[config.mk]
export PLATFORM = sky130hd
export DESIGN_NAME = rs_issue_sched
export DESIGN_NICKNAME = d
export VERILOG_FILES = /design/src/rtl/rs_issue_sched.sv
export SDC_FILE = /design/constraint.sdc
export NUM_CORES = 2
export LEC_CHECK = 0
export BUFFER_PORTS_ARGS = -buffer_cell sky130_fd_sc_hd__buf_2
export CAP_MARGIN = 20
export CORE_ASPECT_RATIO = 0.75
export CORE_UTILIZATION = 40
export CTS_CLUSTER_SIZE = 16
export DETAILED_ROUTE_END_ITERATION = 7
export PLACE_DENSITY_LB_ADDON = 0.15
export SLEW_MARGIN = 20
export SYNTH_ARGS = -nofsm -noshare
export SYNTH_HDL_FRONTEND = slang
export SYNTH_SLANG_ARGS = --single-unit
[constraint.sdc]
create_clock -name clk_i -period 15.1 [get_ports clk_i]
set_clock_uncertainty 0.15 [all_clocks]
set_input_delay 1.51 -clock clk_i [delete_from_list [all_inputs] [get_ports clk_i]]
set_output_delay 1.51 -clock clk_i [all_outputs]
set_load 0.005 [all_outputs]
[src/rtl/rs_issue_sched.sv]
// rtl/rs_issue_sched.sv - reservation-station scheduler with tag wakeup and registered issue stage
//
// Holds up to ENTRIES micro-ops waiting on two source operands each.
// Dispatch writes into the lowest-index free slot. A result-tag broadcast
// sets the matching source ready bits. The lowest-index entry with both
// sources ready moves into a one-deep issue register that uses a
// valid/ready handshake.
//
// Ports:
//   clk_i, reset_i      clock, synchronous active-high reset
//   flush_i             clears the station and the issue register
//   alloc_*             dispatch side: valid/ready, payload, source tags and ready bits,
//                       alloc_index_o = slot used on accept (ENTRIES when full)
//   wake_valid_i/tag_i  one result-tag broadcast per cycle
//   issue_*             functional-unit side: valid/ready, payload, source slot index
//   occupancy_o         occupied slots, not counting the issue register
module rs_issue_sched #(
    parameter int ENTRIES   = 32,
    parameter int IDX_W     = 6,
    parameter int TAG_W     = 6,
    parameter int PAYLOAD_W = 32
) (
    input  logic                 clk_i,
    input  logic                 reset_i,
    input  logic                 flush_i,
    input  logic                 alloc_valid_i,
    output logic                 alloc_ready_o,
    input  logic [PAYLOAD_W-1:0] alloc_payload_i,
    input  logic [TAG_W-1:0]     alloc_src1_tag_i,
    input  logic                 alloc_src1_rdy_i,
    input  logic [TAG_W-1:0]     alloc_src2_tag_i,
    input  logic                 alloc_src2_rdy_i,
    output logic [IDX_W-1:0]     alloc_index_o,
    input  logic                 wake_valid_i,
    input  logic [TAG_W-1:0]     wake_tag_i,
    output logic                 issue_valid_o,
    input  logic                 issue_ready_i,
    output logic [PAYLOAD_W-1:0] issue_payload_o,
    output logic [IDX_W-1:0]     issue_index_o,
    output logic [IDX_W-1:0]     occupancy_o
);

    localparam int SLOT_W = (ENTRIES > 1) ? $clog2(ENTRIES) : 1;
    localparam logic [IDX_W-1:0] NONE = IDX_W'(ENTRIES);

    logic [ENTRIES-1:0]   slot_valid;
    logic [ENTRIES-1:0]   src1_rdy;
    logic [ENTRIES-1:0]   src2_rdy;
    logic [PAYLOAD_W-1:0] slot_payload [ENTRIES];
    logic [TAG_W-1:0]     src1_tag     [ENTRIES];
    logic [TAG_W-1:0]     src2_tag     [ENTRIES];

    logic [ENTRIES-1:0]   eligible;
    logic [IDX_W-1:0]     free_idx;
    logic [IDX_W-1:0]     sel_idx;
    logic [SLOT_W-1:0]    free_slot;
    logic [SLOT_W-1:0]    sel_slot;
    logic                 sel_found;
    logic                 accept;
    logic                 stage_open;
    logic                 advance;
    logic                 new_src1_rdy;
    logic                 new_src2_rdy;

    // Both priority encoders look at registered state only, so a slot being
    // written this cycle can neither be selected nor re-offered as free.
    always_comb begin
        eligible = slot_valid & src1_rdy & src2_rdy;
        free_idx = NONE;
        sel_idx  = NONE;
        for (int i = ENTRIES - 1; i >= 0; i--) begin
            if (!slot_valid[i]) begin
                free_idx = IDX_W'(i);
            end
            if (eligible[i]) begin
                sel_idx = IDX_W'(i);
            end
        end
    end

    assign free_slot     = free_idx[SLOT_W-1:0];
    assign sel_slot      = sel_idx[SLOT_W-1:0];
    assign sel_found     = |eligible;

    assign alloc_index_o = free_idx;
    assign alloc_ready_o = (free_idx != NONE) && !flush_i;
    assign accept        = alloc_valid_i && alloc_ready_o;

    // The issue register can take a new op when empty or when its op leaves now.
    assign stage_open    = !issue_valid_o || issue_ready_i;
    assign advance       = stage_open && sel_found;

    // A broadcast in the allocation cycle would otherwise be missed by the new slot.
    assign new_src1_rdy  = alloc_src1_rdy_i || (wake_valid_i && (wake_tag_i == alloc_src1_tag_i));
    assign new_src2_rdy  = alloc_src2_rdy_i || (wake_valid_i && (wake_tag_i == alloc_src2_tag_i));

    always_ff @(posedge clk_i) begin
        if (reset_i || flush_i) begin
            slot_valid      <= '0;
            src1_rdy        <= '0;
            src2_rdy        <= '0;
            issue_valid_o   <= 1'b0;
            issue_payload_o <= '0;
            issue_index_o   <= '0;
            occupancy_o     <= '0;
        end else begin
            if (wake_valid_i) begin
                for (int i = 0; i < ENTRIES; i++) begin
                    if (slot_valid[i] && (src1_tag[i] == wake_tag_i)) begin
                        src1_rdy[i] <= 1'b1;
                    end
                    if (slot_valid[i] && (src2_tag[i] == wake_tag_i)) begin
                        src2_rdy[i] <= 1'b1;
                    end
                end
            end

            // The allocated slot is free and the selected slot is occupied,
            // so these two updates never touch the same entry.
            if (accept) begin
                slot_valid[free_slot]   <= 1'b1;
                slot_payload[free_slot] <= alloc_payload_i;
                src1_tag[free_slot]     <= alloc_src1_tag_i;
                src2_tag[free_slot]     <= alloc_src2_tag_i;
                src1_rdy[free_slot]     <= new_src1_rdy;
                src2_rdy[free_slot]     <= new_src2_rdy;
            end

            if (advance) begin
                slot_valid[sel_slot] <= 1'b0;
                issue_valid_o        <= 1'b1;
                issue_payload_o      <= slot_payload[sel_slot];
                issue_index_o        <= sel_idx;
            end else if (stage_open) begin
                issue_valid_o <= 1'b0;
            end

            occupancy_o <= occupancy_o + IDX_W'(accept) - IDX_W'(advance);
        end
    end

endmodule

==> metrics.cfg <==
[outcome]
status=finished, final reports clean

[grt]
antenna_found_initial=15
grt_pass1_wl_mm=275.6
grt_max_degree=173
first_global_vias=36280
track_usage=0.2466
grt_overflow_total=0

[synth]
synthArstFlopShare=0
yosysTopAreaCellShare=0.6778
syn-mean-instance-area_um2=14.39
synth_edf_count=1408
ys.flop_type=edfxtp_1
syn_inst=4336
syn-cell-area_um2=62380
synth_seq_cells=1549
synth.largest_area_cell=edfxtp_1
synth.yosys.seq_area_share=0.7230
syn-num-nets=4401
yosysUniqueCellTypes=81
synth_warnings=0
ys_top_cells_by_area=edfxtp_1, xor2_1, dfxtp_1

[sta]
relSlewSlack=0.2128
worst_pin_slew_ns=1.181
setup_viol=0
rsz0062_at_grt=false
fin_crit_sh=0.4007
setup_tns_ns=0
hold_viol_final=0
drv_slew=0
fmax_mhz=165.3
fin_crit_ns=6.050

[floorplan]
die-area_um2=157600
coreArea_um2=154800
die_w_um=458.0
start_util=0.4029
io_pins=110
rows=125
dieHeight_um=344.0

[cts]
cts_setup_buffers=0
cts_tree=yes
cts.sinks=1549
root_buffer=clkbuf_16
cts.clk_slew.worst_paths_ns=0.06
worstSkewPairLatency_ns=0.81
clk_path_buf_depth=3
htree_levels=4
numCtsBuffers=158
postCtsHoldBufs=0
cts_resized=0

[critical_path]
cp_data_arrival_time_ns=6.56
endpoint_kind=register
timing.critical_path.mode_cell=buf_4
cp_max_fo=46
crit_path_max_incr_delay_ns=0.80
critPathKind=reg2reg
worstPathCellList=and3_1 > o211ai_1 > nor4b_1 > o311ai_2 > buf_4 > nand2_4 > buf_4 > buf_4 > mux2i_1 > nand2_1 > a2111oi_0 > nor4b_1 > a21oi_1
cp-start-kind=register
cp_slowest_cell=buf_4
cp.required_ns=15.61

[place]
place_congestion=0.9266
place_area_um2=65480
placed_cells=6325
dp_hpwl_mm=102.5
port_buffers=109

[final_layout]
layout-drive-gt1-share=0.1310
syn2layout_area_growth_pct=13.06
fin_util=0.4555
final_cell_mix=edfxtp_1, nand2_1, xor2_1
layout_commonest_cell=edfxtp_1
stdcell_count=6625
stdcell_area_um2=70530
design.final.nets=4519

[power]
switchingPower_uw=1831
p_per_area_nw_per_um2=123.7
fin_total_pwr_uw=8726
intPower_uw=6894
clkPwrFrac=0.442
peakVddDrop_uv=119.4
leakagePower_uw=0.02342
swShare=0.2099
seqPwrFrac=0.536
combPwrFrac=0.022

[route]
viasPerCell=5.773
ant_nets=0
drtIter0Drc=4674
drc=0
wl_mm=196.0
wl_per_cell_um=29.58
first_pass_iters=8
vias=38250

[min_path]
min_path_type=reg2reg

[flow_run]
maxCapViolCount=0

layer usage:
layer | routed length, um | global-route usage | share of wire | vias to the layer above
met5 | 13 | 0 | 0.000066 | -
met3 | 15160 | 0.04917 | 0.077 | 261
met2 | 86030 | 0.3664 | 0.44 | 1520
li1 | - | - | - | 16700
met1 | 90460 | 0.3674 | 0.46 | 19760
met4 | 4328 | 0.06579 | 0.022 | 2
layout make-up:
cell class,count,area [um2]
Inverter,27,102.6
Tap cell,2032,2542
Multi-Input combinational cell,2503,16360
Timing Repair Buffer,215,1395
Fill cell,13680,84300
Clock buffer,215,4303
Antenna cell,6,15.01
Sequential cell,1549,45100
Clock inverter,78,714.4
cell families after synthesis:
family                     after synthesis  share of synthesized area
adders and majority gates                7                   0.001524
muxes                                  237                    0.03953
buffers and inverters                  284                    0.01899
xor gates and xnor gates               401                    0.05630
DFF                                   1549                     0.7230
AOI/OAI and AO/OA                      699                    0.07521
and+or+nand+nor                       1159                    0.08544
synth_stat cells, types with 5 or more instances:
cell	number
ha_1	6
buf_1	51
mux2i_1	162
a21boi_0	5
nor3_1	85
a22oi_1	5
and3_1	27
nor4b_1	9
o21ai_0	107
nor2b_1	6
o21a_1	18
nand2_1	621
nand4_1	25
xor2_1	333
o22ai_1	24
edfxtp_1	1408
buf_2	68
a41oi_1	18
a211oi_1	90
mux2_2	75
a311oi_1	33
nor2_1	86
o221ai_1	11
a2111oi_2	5
nand2b_1	7
a2111oi_0	15
and2_1	5
nand3_1	127
buf_4	9
inv_1	27
o221a_2	29
dfxtp_1	141
o211ai_1	7
a31oi_1	98
nor4_1	96
or4_1	46
a21oi_1	186
clkbuf_1	129
xnor2_1	68
state kept, by name (all words and copies together), names as in the netlist:
name             flops
slot_payload      1024
src1_rdy            32
occupancy_o          6
src2_rdy            32
src2_tag           192
slot_valid          32
issue_valid_o        1
issue_index_o        6
issue_payload_o     32
src1_tag           192
critical path, delay by kind of cell (launching register included):
family / cells / cell delay, ns
buf+inv: 3 / 1.79
mux: 1 / 0.26
simple gates: 5 / 1.85
compound gates: 4 / 1.30
flops: 1 / 0.47
metrics by stage:
step                hold WS (ns)  setup WS (ns)
CTS                       0.3285          9.144
floorplan                 0.2983          8.327
global route              0.3567          8.904
global placement          0.3246          9.177
finish                    0.3277          9.050
detailed placement        0.3157          9.140
final timing paths:
| check | start | endpoint | slack (ns) | cells after the start |
|---|---|---|---|---|
| hold / removal | issue_index_o[5]$_SDFFE_PP0P_ | issue_index_o[5]$_SDFFE_PP0P_ | 0.33 | 1 |
| hold reg to reg | issue_index_o[5]$_SDFFE_PP0P_ | issue_index_o[5]$_SDFFE_PP0P_ | 0.33 | 1 |
| setup reg to reg | slot_valid[6]$_SDFF_PP0_ | issue_payload_o[19]$_SDFFE_PP0P_ | 9.05 | 13 |
| setup / recovery | slot_valid[6]$_SDFF_PP0_ | issue_payload_o[19]$_SDFFE_PP0P_ | 9.05 | 13 |
power by group through the flow:
stage	logic, uW	clock network, uW	registers, uW
CTS	191	3920	4680
finish	190	3860	4680
detailed placement	190	0	4770
global route	204	4080	4680
global placement	188	0	4770
floorplan	75.9	0	4770
No activity file was read; power rests on OpenSTA's default activity.
